### src/rtl/seq_alu_pkg.sv
// rtl/seq_alu_pkg.sv - shared opcode, state and datapath-mode types for seq_alu
package seq_alu_pkg;

    // ALU operation codes; encodings 6 and 7 are undefined and yield y = 0
    typedef enum logic [2:0] {
        OP_ADD = 3'd0,
        OP_SUB = 3'd1,
        OP_OR  = 3'd2,
        OP_AND = 3'd3,
        OP_SLL = 3'd4,
        OP_MUL = 3'd5
    } alu_opcode_e;

    // Sequencer states
    typedef enum logic [1:0] {
        ST_IDLE  = 2'd0,
        ST_SHIFT = 2'd1,
        ST_MUL   = 2'd2,
        ST_DONE  = 2'd3
    } seq_alu_state_e;

    // Single-step datapath operation
    typedef enum logic {
        ITER_SHIFT = 1'b0,
        ITER_MUL   = 1'b1
    } iter_mode_e;

    localparam int unsigned SEQ_ALU_DEFAULT_WIDTH = 32;

endpackage

### src/rtl/seq_alu_iter.sv
// rtl/seq_alu_iter.sv - combinational single step of the shift / shift-add datapath
module seq_alu_iter
    import seq_alu_pkg::*;
#(
    parameter int unsigned WIDTH = SEQ_ALU_DEFAULT_WIDTH
) (
    input  logic [WIDTH-1:0] acc,
    input  logic [WIDTH-1:0] mcand,
    input  logic [WIDTH-1:0] mplier,
    input  iter_mode_e       mode,
    output logic [WIDTH-1:0] acc_next,
    output logic [WIDTH-1:0] mcand_next,
    output logic [WIDTH-1:0] mplier_next
);

    // One SLL step (acc <<= 1) or one shift-add multiply step
    always_comb begin
        acc_next    = acc;
        mcand_next  = mcand;
        mplier_next = mplier;
        case (mode)
            ITER_SHIFT: begin
                acc_next = acc << 1;
            end
            ITER_MUL: begin
                if (mplier[0]) begin
                    acc_next = acc + mcand;
                end
                mcand_next  = mcand << 1;
                mplier_next = mplier >> 1;
            end
            default: begin
                acc_next = acc;
            end
        endcase
    end

endmodule

### src/rtl/seq_alu.sv
// rtl/seq_alu.sv - multi-cycle ALU responder; SEQ_ALU_EARLY_TERM_EN enables early MUL termination
module seq_alu
    import seq_alu_pkg::*;
#(
    parameter int unsigned WIDTH      = SEQ_ALU_DEFAULT_WIDTH,
    parameter int unsigned SHAMT_BITS = $clog2(WIDTH)
) (
    input  logic             clk,
    input  logic             reset,
    input  logic             req_valid,
    output logic             req_ready,
    input  alu_opcode_e      opcode,
    input  logic [WIDTH-1:0] a,
    input  logic [WIDTH-1:0] b,
    output logic             resp_valid,
    input  logic             resp_ready,
    output logic [WIDTH-1:0] y,
    output logic             zero,
    output logic             busy
);

    // iter counts completed multiply steps, so it must be able to reach WIDTH-1
    localparam int unsigned ITER_BITS = $clog2(WIDTH) + 1;
    localparam logic [ITER_BITS-1:0]  LAST_ITER = ITER_BITS'(WIDTH - 1);
    localparam logic [ITER_BITS-1:0]  ITER_ONE  = ITER_BITS'(1);
    localparam logic [SHAMT_BITS-1:0] CNT_ONE   = SHAMT_BITS'(1);

    seq_alu_state_e        state_q, state_d;
    logic [WIDTH-1:0]      y_q, y_d;
    logic                  zero_q, zero_d;
    logic [WIDTH-1:0]      acc_q, acc_d;
    logic [WIDTH-1:0]      mcand_q, mcand_d;
    logic [WIDTH-1:0]      mplier_q, mplier_d;
    logic [SHAMT_BITS-1:0] cnt_q, cnt_d;
    logic [ITER_BITS-1:0]  iter_q, iter_d;

    logic [WIDTH-1:0]      acc_nx;
    logic [WIDTH-1:0]      mcand_nx;
    logic [WIDTH-1:0]      mplier_nx;
    iter_mode_e            mode;
    logic                  accept;
    logic                  mul_last;
    logic [WIDTH-1:0]      alu_result;

    assign req_ready  = (state_q == ST_IDLE);
    assign busy       = (state_q != ST_IDLE);
    assign resp_valid = (state_q == ST_DONE);
    assign y          = y_q;
    assign zero       = zero_q;
    assign accept     = req_valid && req_ready;
    assign mode       = (state_q == ST_MUL) ? ITER_MUL : ITER_SHIFT;

    seq_alu_iter #(
        .WIDTH (WIDTH)
    ) u_iter (
        .acc         (acc_q),
        .mcand       (mcand_q),
        .mplier      (mplier_q),
        .mode        (mode),
        .acc_next    (acc_nx),
        .mcand_next  (mcand_nx),
        .mplier_next (mplier_nx)
    );

    // Early exit once no multiplier bits remain; otherwise always run every iteration
`ifdef SEQ_ALU_EARLY_TERM_EN
    assign mul_last = (iter_q == LAST_ITER) || (mplier_nx == '0);
`else
    assign mul_last = (iter_q == LAST_ITER);
`endif

    // Single-cycle operations; undefined opcodes produce zero
    always_comb begin
        alu_result = '0;
        case (opcode)
            OP_ADD:  alu_result = a + b;
            OP_SUB:  alu_result = a - b;
            OP_OR:   alu_result = a | b;
            OP_AND:  alu_result = a & b;
            default: alu_result = '0;
        endcase
    end

    // Sequencer next-state, iteration datapath and result capture
    always_comb begin
        state_d  = state_q;
        y_d      = y_q;
        zero_d   = zero_q;
        acc_d    = acc_q;
        mcand_d  = mcand_q;
        mplier_d = mplier_q;
        cnt_d    = cnt_q;
        iter_d   = iter_q;
        case (state_q)
            ST_IDLE: begin
                if (accept) begin
                    case (opcode)
                        OP_SLL: begin
                            acc_d = a;
                            cnt_d = b[SHAMT_BITS-1:0];
                            if (b[SHAMT_BITS-1:0] == '0) begin
                                state_d = ST_DONE;
                                y_d     = a;
                                zero_d  = (a == '0);
                            end else begin
                                state_d = ST_SHIFT;
                            end
                        end
                        OP_MUL: begin
                            acc_d    = '0;
                            mcand_d  = a;
                            mplier_d = b;
                            iter_d   = '0;
                            state_d  = ST_MUL;
`ifdef SEQ_ALU_EARLY_TERM_EN
                            if (b == '0) begin
                                state_d = ST_DONE;
                                y_d     = '0;
                                zero_d  = 1'b1;
                            end
`endif
                        end
                        default: begin
                            state_d = ST_DONE;
                            y_d     = alu_result;
                            zero_d  = (alu_result == '0);
                        end
                    endcase
                end
            end
            ST_SHIFT: begin
                acc_d = acc_nx;
                cnt_d = cnt_q - CNT_ONE;
                if (cnt_q == CNT_ONE) begin
                    state_d = ST_DONE;
                    y_d     = acc_nx;
                    zero_d  = (acc_nx == '0);
                end
            end
            ST_MUL: begin
                acc_d    = acc_nx;
                mcand_d  = mcand_nx;
                mplier_d = mplier_nx;
                iter_d   = iter_q + ITER_ONE;
                if (mul_last) begin
                    state_d = ST_DONE;
                    y_d     = acc_nx;
                    zero_d  = (acc_nx == '0);
                end
            end
            ST_DONE: begin
                if (resp_ready) begin
                    state_d = ST_IDLE;
                end
            end
            default: begin
                state_d = ST_IDLE;
            end
        endcase
    end

    // State and datapath registers; reset abandons any operation in flight
    always_ff @(posedge clk) begin
        if (reset) begin
            state_q  <= ST_IDLE;
            y_q      <= '0;
            zero_q   <= 1'b0;
            acc_q    <= '0;
            mcand_q  <= '0;
            mplier_q <= '0;
            cnt_q    <= '0;
            iter_q   <= '0;
        end else begin
            state_q  <= state_d;
            y_q      <= y_d;
            zero_q   <= zero_d;
            acc_q    <= acc_d;
            mcand_q  <= mcand_d;
            mplier_q <= mplier_d;
            cnt_q    <= cnt_d;
            iter_q   <= iter_d;
        end
    end

endmodule

### config.mk
export PLATFORM = sky130hd
export DESIGN_NAME = seq_alu
export DESIGN_NICKNAME = d
export VERILOG_FILES = /design/src/rtl/seq_alu_pkg.sv /design/src/rtl/seq_alu_iter.sv /design/src/rtl/seq_alu.sv
export SDC_FILE = /design/constraint.sdc
export NUM_CORES = 1
export LEC_CHECK = 0
export ABC_AREA = 0
export ABC_CLOCK_PERIOD_IN_PS = 4100
export BUFFER_PORTS_ARGS = -buffer_cell sky130_fd_sc_hd__buf_2
export CORE_MARGIN = 1
export CORE_UTILIZATION = 51
export CTS_CLUSTER_DIAMETER = 80
export DETAILED_ROUTE_END_ITERATION = 10
export PLACE_DENSITY = 0.71
export SETUP_SLACK_MARGIN = 0.15
export SLEW_MARGIN = 0
export SYNTH_ARGS = -nofsm -noshare
export SYNTH_HDL_FRONTEND = slang
export SYNTH_SLANG_ARGS = --single-unit
### constraint.sdc
create_clock -name clk -period 4.1 [get_ports clk]
set_clock_uncertainty 0.05 [all_clocks]
set_input_delay 0.41 -clock clk [delete_from_list [all_inputs] [get_ports clk]]
set_output_delay 0.41 -clock clk [all_outputs]
set_load 0.02 [all_outputs]
==> results.py, run 1 <==
metrics = {
    "floorplanning": {
        "die_area_sq_um": 25200,
        "rows": 56,
        "pin_count": 107,
        "dieWidth_um": 159,
        "start_util": 0.528,
        "core_region_area_sq_um": 23800,
        "die_h_um": 159,
    },
    "clock_network": {
        "htreeDepth": 4,
        "clock-sinks": 142,
        "cts_tree": "done",
        "clock_path_buffers": 2,
        "cts_made_buffers": 17,
        "cts-root-buf": "clkbuf_16",
        "clk_pin_slew_ps": 60,
        "cts_hold_buf": 0,
        "clock_latency_ps": 430,
    },
    "timing": {
        "fin_crit_ps": 3980,
        "finalSetupViolations": 0,
        "maxSlewHeadroom": 0.349,
        "tightestPinTransition_ps": 977,
        "finalHoldWorstSlack_ps": 267,
        "rsz0062_at_grt": "true",
        "hold_viol": 0,
        "period_share": 0.970,
        "finalMaxSlewViolations": 0,
        "max_freq_mhz": 251,
    },
    "setup_path": {
        "crit_path_end_kind": "flip-flop",
        "critical-path-slowest-cell": "or4_4",
        "start_kind": "primary input",
        "crit_fanout": 6,
        "crit_chain": "buf_6 -> or4_4 -> or4_4 -> nor4_4 -> inv_2 -> o21ai_2 -> xor2_2 -> ha_4 -> and3_4 -> nand2_1 -> nor2_2 -> a2bb2oi_2 -> nand3_1 -> mux2_4 -> o221ai_2 -> a211o_1 -> nor4_4 -> a41oi_2 -> o41ai_2",
        "slowest_delay_ps": 560,
        "reg2reg_to": "zero",
        "r2r-start": "mcand_q[0]",
        "r2r_slack_ps": 250,
        "worst_ep_arrival_time_ps": 4260,
        "required_ps": 4380,
        "crit_start": "b[11]",
        "endpoint": "zero",
        "crit_type": "in2reg",
        "rr_worst_depth": 15,
    },
    "logic_synthesis": {
        "synth.largest_area_cell": "dfxtp_1",
        "synth-main-ff-cell": "dfxtp_1",
        "synth_area_leaders": "dfxtp_1 23%, ha_1 7.4%, nor2_1 7.1%",
        "syn_inst": 1701,
        "yosysUniqueCellTypes": 90,
        "seq_area_frac_synth": 0.227,
        "netlist_area_sq_um": 12500,
        "yosys.area.top_type_share": 0.227,
        "async_flop_share": 0,
        "synth_edf_count": 0,
        "synth_warnings": 0,
        "avgSynthCellArea_sq_um": 7.37,
        "ys_ff_latch": 142,
        "synth_fp_nets": 1848,
    },
    "drt": {
        "dr.pass1.iters": 5,
        "final_antenna_net_count": 0,
        "first_iter_violations": 1484,
        "avgViaCountPerCell": 6.35,
        "vias": 14283,
        "wl_per_cell_um": 21.9,
        "drt-total-wl_mm": 49.3,
        "drc": 0,
    },
    "finish": {
        "design_area_sq_um": 15900,
        "final_common_cell": "nor2_1",
        "fillers": 2088,
        "drive_above_1_share": 0.236,
        "synthToLayoutAreaGrowth_pct": 26.5,
        "final_cell_mix": "229 x nor2_1, 206 x buf_4, 153 x a21oi_1",
        "nets": 2062,
    },
    "global_route": {
        "globalRouteMet1Util": 0.473,
        "grt-busiest-layer": "met2",
        "grt_pass1_vias": 13330,
        "grt_pass1_wl_mm": 75.6,
        "antenna_found_initial": 3,
        "grt_overflow": 0,
        "grt_use_total": 0.382,
        "grt_max_degree": 86,
        "globalRouteMet2Util": 0.629,
        "grt_use_met3": 0.0551,
    },
    "power_and_ir_drop": {
        "internal_power_mw": 4.93,
        "p_per_area_nw_per_um2": 593,
        "switchingPower_mw": 4.46,
        "p_clk_frac": 0.179,
        "swShare": 0.475,
        "pwr-share-seq": 0.244,
        "power_leakage_nw": 6.46,
        "combinationalPowerShare": 0.577,
        "vdd.ir_drop.worst_mv": 0.280,
    },
    "place": {
        "placed_cell_area_sq_um": 14600,
        "portBuffers": 106,
        "gp_congestion": 0.986,
        "hpwlAfterDp_mm": 36.8,
    },
    "hold_path": {
        "hold_class": "in2reg",
    },
    "run_status": {
        "status": "completed",
    },
    "flow_run": {
        "cap_violations": 0,
    },
}
timing repair:
item	4_1_cts	5_1_grt
buffers inserted	7	7
gates resized for setup	46	67
pin swaps	21	58
setup endpoints to repair	11	19
metrics by stage:
stage          power [mW]   util  setup WS (ps)  TNS (ps)  instances
2_1_floorplan        5.74      -           9.78         0       1701
3_3_place_gp         7.39  0.616           -415     -3930       2201
3_5_place_dp         7.45  0.616           -490     -5620       2201
4_1_cts              9.18  0.651            145         0       2240
5_1_grt              9.92  0.667          -65.1     -68.6       2249
6_report             9.39  0.667            122         0       2249
sequential cells by signal, indices dropped and copies added, names as in the netlist:
signal / flops
acc_q: 32
mcand_q: 32
mplier_q: 32
y: 32
iter_q: 6
cnt_q: 5
state_q: 2
zero: 1
worst min-delay path by stage:
stage                     startpoint           end  slack, ps  cells past startpoint
after floorplan            iter_q[1]     iter_q[1]        400                      2
after global placement          y[8]          y[8]        390                      2
after detailed placement        y[8]          y[8]        390                      2
after CTS                      b[31]  mplier_q[31]        260                      3
after global routing           b[31]  mplier_q[31]        310                      3
final                          b[31]  mplier_q[31]        270                      3
synth_stat cells (20+ instances only):
library cell	number
a211oi_1	115
a21o_1	24
a21oi_1	167
a31oi_1	20
clkbuf_1	94
dfxtp_1	142
ha_1	74
inv_1	37
mux2i_1	72
nand2_1	147
nand3_1	32
nand4_1	21
nor2_1	236
nor3_1	33
nor4_1	24
o211ai_1	21
o21ai_0	84
xnor2_1	34
xor2_1	44
worst max-delay path, delay by kind of cell:
kind	cells	cell delay [ps]
xor gates and xnor gates	1	100
muxes	1	150
and+or+nand+nor	8	2140
AOI/OAI and AO/OA	6	910
buffers and inverters	2	200
adders and majority gates	1	320
cell type report:
cell class | instances | area [sq um] | area share
diodes | 2 | 5.00 | 0.000316
clock buffers | 20 | 447 | 0.0282
clock inverters | 12 | 160 | 0.0101
inverters | 39 | 154 | 0.00971
multi-input cells | 1399 | 9670 | 0.610
flip-flops and latches | 142 | 2840 | 0.179
well taps | 319 | 399 | 0.0252
repair buffers | 316 | 2170 | 0.137
routing by layer:
layer	up-vias	share of wire
met2	721	0.46
met5	-	0.00026
li1	6731	-
met4	2	0.061
met1	6668	0.40
met3	161	0.074
power by group through the flow:
stage	registers (mW)	logic [mW]	clock network (mW)
4_1_cts	2.27	5.22	1.68
2_1_floorplan	2.34	3.40	0
3_3_place_gp	2.29	5.10	0
6_report	2.29	5.42	1.68
3_5_place_dp	2.30	5.15	0
5_1_grt	2.35	5.84	1.74
kinds of logic after synthesis:
family | after synthesis | share of synthesized area
and+or+nand+nor | 588 | 0.218
AOI/OAI and AO/OA | 565 | 0.300
buffers and inverters | 160 | 0.0493
DFF | 142 | 0.227
adders and majority gates | 92 | 0.0899
xor gates and xnor gates | 79 | 0.0558
muxes | 75 | 0.0602
Power figures use the tool's default switching activity.
==> run 2, diff against run 1 <==
- MAX_ROUTING_LAYER: unset -> met4
==> run 2 against run 1 <==
Effect of this change: worst setup slack got worse by 41 ps; power rose by 2.4%; sequential power barely moved; via count rose by 0.71%; wire length rose by 0.48%; clock-buffer cell count fell by 1; cell count rose by 0.36%; critical path type unchanged.
==> results.py, run 2 (synthesis results as in run 1) <==
metrics = {
    "power_and_ir_drop": {
        "vdd.ir_drop.worst_mv": 0.408,
        "power_leakage_nw": 6.51,
        "p_per_area_nw_per_um2": 603,
    },
    "global_route": {
        "grt_use_met3": 0.0588,
        "globalRouteMet2Util": 0.627,
        "grt_overflow": 0,
        "grt_pass1_wl_mm": 76.0,
        "antenna_found_initial": 5,
        "grt_pass1_vias": 13674,
        "grt_max_degree": 85,
        "globalRouteMet1Util": 0.475,
        "grt_use_total": 0.395,
        "grt-busiest-layer": "met2",
    },
    "drt": {
        "final_antenna_net_count": 0,
        "vias": 14385,
        "wl_per_cell_um": 21.9,
        "first_iter_violations": 1497,
        "avgViaCountPerCell": 6.37,
        "drt-total-wl_mm": 49.5,
        "drc": 0,
        "dr.pass1.iters": 6,
    },
    "timing": {
        "finalMaxSlewViolations": 0,
        "setup-tns-final_ps": 0,
        "fin_crit_ps": 4020,
        "maxSlewHeadroom": 0.295,
        "rsz0062_at_grt": "true",
        "max_freq_mhz": 249,
        "hold_viol": 0,
        "tightestPinTransition_ps": 1060,
        "worst_slack_ps": 80.6,
        "finalSetupViolations": 0,
        "period_share": 0.980,
    },
    "place": {
        "hpwlAfterDp_mm": 36.9,
        "portBuffers": 106,
        "gp_congestion": 0.987,
        "pre_cts_ws_ps": -501,
        "placed_cell_area_sq_um": 14700,
    },
    "finish": {
        "final_cell_mix": "231 x nor2_1, 212 x buf_4, 150 x a21oi_1",
        "synthToLayoutAreaGrowth_pct": 27.2,
        "drive_above_1_share": 0.236,
        "nets": 2070,
        "design_area_sq_um": 15900,
        "final_common_cell": "nor2_1",
    },
    "floorplanning": {
        "rows": 56,
        "die_h_um": 159,
        "pin_count": 107,
        "dieWidth_um": 159,
        "die_area_sq_um": 25200,
        "core_region_area_sq_um": 23800,
        "start_util": 0.528,
    },
    "clock_network": {
        "cts_tree": "done",
        "clock-sinks": 142,
        "cts_made_buffers": 17,
        "clk_pin_slew_ps": 60,
        "htreeDepth": 4,
        "clock_latency_ps": 430,
        "clock_path_buffers": 2,
        "cts-root-buf": "clkbuf_16",
    },
    "setup_path": {
        "cpMostUsedCell": "buf_6",
        "crit_type": "in2reg",
        "reg2reg_to": "zero",
        "rr_worst_depth": 11,
        "slowest_delay_ps": 540,
        "crit_fanout": 4,
        "r2r_slack_ps": 250,
        "required_ps": 4330,
        "start_kind": "primary input",
        "crit_buf_inv": 4,
        "crit_chain": "buf_6 -> or4_4 -> or4_4 -> nor4_4 -> inv_2 -> buf_6 -> o41ai_4 -> xor2_1 -> ha_2 -> buf_6 -> nor3_2 -> nor2_1 -> a31oi_2 -> o31ai_4 -> a21oi_2 -> nor4b_4 -> o21ai_1 -> a211oi_1 -> nor3_1",
        "critical-path-slowest-cell": "or4_4",
        "crit_path_end_kind": "flip-flop",
        "worst_ep_arrival_time_ps": 4250,
        "r2r-start": "mcand_q[1]",
        "crit_family": "simple AND/OR/NAND/NOR gates",
    },
    "flow_run": {
        "cap_violations": 0,
    },
    "hold_path": {
        "hp-start": "b[31]",
        "min_path_cells": 3,
        "hold_class": "in2reg",
        "whs_endpoint": "mplier_q[31]",
    },
    "run_status": {
        "status": "completed",
    },
}
run 2: changes by cell type in the layout (fill, tap and decap cells not counted), sizes merged:
cell | previous run | this run
clkbuf | 20 | 19
bufinv | 3 | 7
buf | 316 | 324
clkinv | 4 | 3
clkinvlp | 4 | 1
diode | 2 | 5
inv | 40 | 38
run 2: worst max path at each step:
stage	startpoint	endpoint	slack [ps]	cells past startpoint
finish	b[10]	y[31]	80	19
global route	b[3]	y[31]	-100	22
CTS	b[1]	y[31]	130	22
detailed placement	b[0]	zero	-500	19
global placement	b[1]	y[26]	-420	20
floorplan	b[10]	zero	10	17
run 2: layout make-up:
type                    instances  area (sq um)
multi-input cells            1399          9590
fillers                      2112          7810
flip-flops and latches        142          2840
repair buffers                324          2240
clock buffers                  19           453
well taps                     319           399
clock inverters                10           235
inverters                      39           161
diodes                          5          12.5
run 2: through the flow:
step                power (mW)   util  hold slack (ps)  instances
floorplan                 5.74      -              398       1701
global placement          7.40  0.618              384       2208
detailed placement        7.47  0.618              392       2208
CTS                       9.41  0.659              272       2247
global route              10.2  0.671              314       2257
finish                    9.62  0.671              303       2257
run 2: where the power goes:
part           total, mW  internal [mW]  switching [mW]  leakage [nW]
Clock               1.88           1.23           0.655         0.332
Sequential          2.27           1.86           0.414          1.16
Combinational       5.46           2.08            3.37          5.02
Total               9.62           5.18            4.44          6.51
run 2: what timing repair did:
action / CTS / global route
hold buffers: 0 / 0
gates cloned: 0 / 0
pin swaps: 30 / 44
setup endpoints to repair: 12 / 15
buffers inserted: 10 / 5
resized for setup: 46 / 57
run 2: tightest hold or removal path, stage by stage:
cell and delay [ps]:
buf_2 160, a22oi_1 90, nor2_1 80
run 2: routing by layer:
| layer | part of all wire | vias up |
|---|---|---|
| met5 | 0 | - |
| met4 | 0.057 | 0 |
| met2 | 0.46 | 698 |
| met3 | 0.073 | 160 |
| li1 | - | 6750 |
| met1 | 0.41 | 6777 |
